`src/rtl/seg7_pkg.sv`:
```
// Shared constants for the seven-segment display path: the hex glyph table
// and the "everything dark" patterns for cathodes and anodes.
package seg7_pkg;

    // All segments off (cathodes are active-low).
    localparam logic [6:0] SEG_OFF = 7'h7F;

    // All anodes off (anodes are active-low).
    localparam logic [7:0] AN_OFF = 8'hFF;

    // Hex glyphs 0..F, bit order {g,f,e,d,c,b,a}, active-low.
    localparam logic [6:0] HEX_SEG [16] = '{
        7'b1000000, 7'b1111001, 7'b0100100, 7'b0110000,
        7'b0011001, 7'b0010010, 7'b0000010, 7'b1111000,
        7'b0000000, 7'b0010000, 7'b0001000, 7'b0000011,
        7'b1000110, 7'b0100001, 7'b0000110, 7'b0001110
    };

endpackage

```
`src/rtl/seg7_hex_decode.sv`:
```
// Combinational nibble-to-glyph decoder, usable by any display driver.
module seg7_hex_decode (
    input  logic [3:0] nibble,
    output logic [6:0] seg
);
    import seg7_pkg::*;

    // Table lookup into the shared glyph ROM.
    always_comb begin
        seg = HEX_SEG[nibble];
    end

endmodule

```
`src/rtl/seg7_frame_scanner.sv`:
```
// Eight-digit multiplexed seven-segment scanner. The displayed word is
// captured once per frame so a value changing mid-scan is never torn across
// digits; each digit slot begins with anode-off guard clocks to stop ghosting.
// The scan state is {started, idx, cnt}: started=0 means "waiting for the
// first frame boundary", idx is the digit slot, cnt is the position in it.
module seg7_frame_scanner #(
    parameter int unsigned REFRESH_DIV = 131072,
    parameter int unsigned BLANK_CYC   = 1024
) (
    input  logic        clk,
    input  logic        rst_n,
    input  logic        en,
    input  logic [31:0] data_in,
    input  logic [7:0]  dp_mask,
    input  logic        blank_lz,
    output logic [6:0]  seg,
    output logic [7:0]  an,
    output logic        dp,
    output logic        frame_done
);
    import seg7_pkg::*;

    localparam int unsigned CW = (REFRESH_DIV > 1) ? $clog2(REFRESH_DIV) : 1;
    localparam logic [CW-1:0] CNT_LAST = CW'(REFRESH_DIV - 1);

    logic [CW-1:0] cnt;
    logic [2:0]    idx;
    logic          started;
    logic [31:0]   snap_data;
    logic [7:0]    snap_dp;
    logic          snap_lz;

    logic          tick;
    logic          frame_edge;
    logic [4:0]    shamt;
    logic [31:0]   upper;
    logic          lz_hide;
    logic [3:0]    nib;
    logic [6:0]    dec_seg;
    logic          vis;

    // Slot boundary strobe and whether it also closes a frame.
    always_comb begin
        tick       = en && (cnt == CNT_LAST);
        frame_edge = tick && (!started || (idx == 3'd7));
    end

    // Visibility of the current digit: guard window and leading-zero blanking.
    // Digit i is a leading zero when every nibble from i upward is zero;
    // digit 0 is always shown so a zero value still reads "0".
    always_comb begin
        shamt   = {idx, 2'b00};
        upper   = snap_data >> shamt;
        lz_hide = snap_lz && (idx != 3'd0) && (upper == 32'd0);
        nib     = snap_data[shamt +: 4];
        vis     = en && started && (32'(cnt) >= BLANK_CYC) && !lz_hide;
    end

    seg7_hex_decode u_hex_decode (
        .nibble (nib),
        .seg    (dec_seg)
    );

    // Prescaler, digit index and once-per-frame snapshot of the inputs.
    always_ff @(posedge clk or negedge rst_n) begin
        if (!rst_n) begin
            cnt       <= '0;
            idx       <= 3'd0;
            started   <= 1'b0;
            snap_data <= 32'd0;
            snap_dp   <= 8'd0;
            snap_lz   <= 1'b0;
        end else if (!en) begin
            cnt     <= '0;
            idx     <= 3'd0;
            started <= 1'b0;
        end else begin
            cnt <= tick ? '0 : cnt + CW'(1);
            if (frame_edge) begin
                idx       <= 3'd0;
                started   <= 1'b1;
                snap_data <= data_in;
                snap_dp   <= dp_mask;
                snap_lz   <= blank_lz;
            end else if (tick) begin
                idx <= idx + 3'd1;
            end
        end
    end

    // Registered display drive; dark whenever the digit is not visible.
    always_ff @(posedge clk or negedge rst_n) begin
        if (!rst_n) begin
            an         <= AN_OFF;
            seg        <= SEG_OFF;
            dp         <= 1'b1;
            frame_done <= 1'b0;
        end else begin
            an         <= vis ? ~(8'b1 << idx) : AN_OFF;
            seg        <= vis ? dec_seg : SEG_OFF;
            dp         <= vis ? ~snap_dp[idx] : 1'b1;
            frame_done <= frame_edge;
        end
    end

endmodule

```
`config.mk`:
```
export PLATFORM = sky130hd
export DESIGN_NAME = seg7_frame_scanner
export DESIGN_NICKNAME = d
export VERILOG_FILES = /design/src/rtl/seg7_pkg.sv /design/src/rtl/seg7_hex_decode.sv /design/src/rtl/seg7_frame_scanner.sv
export SDC_FILE = /design/constraint.sdc
export NUM_CORES = 1
export LEC_CHECK = 0
export ABC_CLOCK_PERIOD_IN_PS = 3600
export CORE_ASPECT_RATIO = 0.9
export CORE_UTILIZATION = 47
export CTS_BUF_LIST = sky130_fd_sc_hd__clkbuf_4 sky130_fd_sc_hd__clkbuf_8
export DETAILED_ROUTE_END_ITERATION = 7
export GPL_ROUTABILITY_DRIVEN = 0
export PLACE_DENSITY = 0.76
export SETUP_SLACK_MARGIN = 0.05
export SLEW_MARGIN = 20
export SYNTH_ARGS = -nofsm -noshare
export SYNTH_HDL_FRONTEND = slang
export SYNTH_SLANG_ARGS = --single-unit
```
`constraint.sdc`:
```
create_clock -name clk -period 3.6 [get_ports clk]
set_clock_uncertainty 0.05 [all_clocks]
set_input_delay 0.36 -clock clk [delete_from_list [all_inputs] [get_ports clk]]
set_output_delay 0.36 -clock clk [all_outputs]
set_load 0.03 [all_outputs]
```
==> impl_metrics.json <==
{
  "cp_num_cells": 8,
  "yosys-top-cells-count": "63 x dfrtp_1, 43 x mux2_2, 24 x nor2_1",
  "worst_slack_ns": 0.6789,
  "ctsHoldBuffers": 0,
  "finalSetupViolCount": 0,
  "port_buffers": 60,
  "leakage_nw": 2.144,
  "path_class": "reg -> reg",
  "drc": 0,
  "max_stage_delay_ns": 0.81,
  "die_y_microns": 89.89,
  "tightest_slew_ns": 0.9608,
  "maxSlewHeadroom": 0.3595,
  "grt_pass1_vias": 2806,
  "start_util": 0.4929,
  "layout.cells.non_filler": 503,
  "initialDrtViolationCount": 144,
  "reg2reg_slack_ns": 0.68,
  "required_ns": 3.80,
  "period_share": 0.8114,
  "drive_gt1_frac": 0.2809,
  "syn_inst": 324,
  "insertion_delay_ns": 0.35,
  "synth_seq_cells": 79,
  "area_growth_pct": 22.24,
  "detail_route.wl_per_cell_microns": 15.76,
  "drv_slew": 0,
  "max_freq_mhz": 342.3,
  "synth_most_common_cell": "dfrtp_1",
  "start_kind": "register",
  "worstReg2RegStart": "idx[0]",
  "synth_edf_count": 0,
  "power_density_nw_per_um2": 330.5,
  "r2r_cells": 8,
  "synth-warning-count": 0,
  "maxCapViolations": 0,
  "cts_inserted_buffers": 9,
  "postRouteAntennaNets": 0,
  "async_flop_share": 1.000,
  "outcome": "finished clean",
  "cts-root-buf": "clkbuf_8",
  "final.min_clock_period_ns": 2.921,
  "vias": 2716,
  "row_count": 31,
  "place_ws_ns": 0.6914,
  "clock_path_buffers": 2,
  "hold_class": "in -> async",
  "synth_flop_cell": "dfrtp_1",
  "ir_drop_v": 0.0001866,
  "synth_seq_area_share": 0.4950,
  "yosys.area.top_type": "dfrtp_1",
  "cts_tree": "yes",
  "crit_slowest_cell": "dfrtp_1",
  "die_area_sq_um": 8958,
  "rsz0062_at_grt": "no",
  "nets": 442,
  "post-cts-setup-buffers": 0,
  "io_pins": 61,
  "finalWirelength_microns": 7928,
  "crit_start": "idx[0]",
  "globalRoute.totalOverflow": 0,
  "grt_max_degree": 80,
  "worstSetupEndpointType": "register",
  "core_sq_um": 8184,
  "die-width_microns": 99.66,
  "dr.pass1.iters": 4,
  "placedInstanceArea_sq_um": 4726,
  "crit_chain": "mux4_2, mux2i_1, buf_4, ha_1, nand3_1, a21oi_1, a31oi_4, o221ai_1",
  "syn_avg_cell_area_sq_um": 12.45,
  "finalHoldViolCount": 0,
  "syn-num-nets": 383,
  "dp_hpwl_microns": 5800,
  "grt_pass1_wl_microns": 13710,
  "cp_num_buf_inv": 1,
  "antenna_found_initial": 0,
  "h-tree-depth": 3,
  "synth_area_sq_um": 4034,
  "clkSinkCount": 79,
  "critical_path.top_delay_family": "flip-flops",
  "power.total_mw": 1.630,
  "arrival_ns": 3.13,
  "synth.area.top_cells": "dfrtp_1 39%, mux2_2 12%, dfstp_2 10%",
  "netlist.area_leader.share": 0.3908,
  "crit_fanout": 18,
  "clk_pin_slew_worst_paths_ns": 0.08,
  "yosysUniqueCellTypes": 52,
  "track_usage": 0.1949,
  "vias_per_cell": 5.400,
  "fin_area_sq_um": 4931,
  "placed_cells": 487,
  "finalSetupTns_ns": 0,
  "insertedDiodeCount": 0,
  "cts_resized": 0
}
## metal layers
metal | track usage | part of all wire | routed length (microns) | vias up
met2 | 0.3194 | 0.49 | 3869 | 62
met3 | 0.04199 | 0.030 | 241 | 13
met1 | 0.2576 | 0.47 | 3700 | 1357
met4 | 0.06373 | 0.015 | 117 | 0
met5 | 0 | 0 | 0 | -
li1 | - | - | - | 1284
## power breakdown
group | switching [mW] | internal [mW]
clock network | 0.321 | 0.341
registers | 0.00258 | 0.890
logic | 0.0305 | 0.0438
## per-stage QoR
| stage | utilization | hold WS, ns |
|---|---|---|
| 2_1_floorplan | - | 0.01441 |
| 3_3_place_gp | 0.5774 | 0.4277 |
| 3_5_place_dp | 0.5774 | 0.4300 |
| 4_1_cts | 0.6025 | 0.1454 |
| 5_1_grt | 0.6025 | 0.1793 |
| 6_report | 0.6025 | 0.1151 |
## final timing paths
path | endpoint
setup / recovery | seg[2]
hold / removal | cnt[7]
setup reg to reg | seg[2]
hold reg to reg | cnt[0]
max in group asynchronous | snap_data[28]
min in group clk | cnt[0]
## sequential cells by signal, indices dropped and copies added (netlist names)
name,cells
seg,7
idx,3
snap_data,32
cnt,17
snap_dp,8
an,8
snap_lz,1
frame_done,1
dp,1
started,1
## cell usage in the layout (no fill, tap or decap), types with 3 or more instances in the layout
cell type        netlist  layout
clkdlybuf4s50_1        0      59
nor2_1                24      24
dfrtp_1               63      63
inv_1                 10      10
o221ai_1               3       3
a211oi_1               3       3
nand3_1               13      13
ha_1                  15      15
o221ai_2               3       3
nand2b_1               3       3
mux2i_1                8       8
mux4_2                 9       9
and2_1                 4       4
o21ai_0                4       4
clkbuf_8               0      10
mux2_2                43      43
a21oi_1                3       3
o21ai_2                3       3
nand2_1               19      19
dfstp_2               16      16
buf_4                  1       5
nand4_1                7       7
xor2_1                10      10
xnor2_1                3       3
nor4_1                 4       4
nor3_1                 7       7
## worst register-to-register path, delay by kind of cell (launching register included)
family                   cells  cell delay, ns
AO/OA/AOI/OAI                3            0.77
adder cells (fa/ha/maj)      1            0.19
buffers and inverters        1            0.17
flip-flops                   1            0.81
multiplexers                 2            0.76
AND/OR/NAND/NOR              1            0.08
## layout make-up
type	count	area [sq um]
clock buffer	10	137.6
clock inverter	6	67.56
fill	659	3253
inverter	11	41.29
multi-input combinational	217	1896
sequential	79	1997
tap	115	143.9
timing repair buffer	65	648.1
## kinds of logic (layout without fill, tap and decap cells)
group	after synthesis	after routing	synth area share
AO/OA/AOI/OAI	34	34	0.07972
AND/OR/NAND/NOR	93	93	0.1148
XOR/XNOR	13	13	0.02823
adder cells (fa/ha/maj)	15	15	0.04653
buffers and inverters	28	92	0.03536
flip-flops	79	79	0.4950
multiplexers	62	62	0.2004
Note: power is estimated with default switching activity, not from simulation.
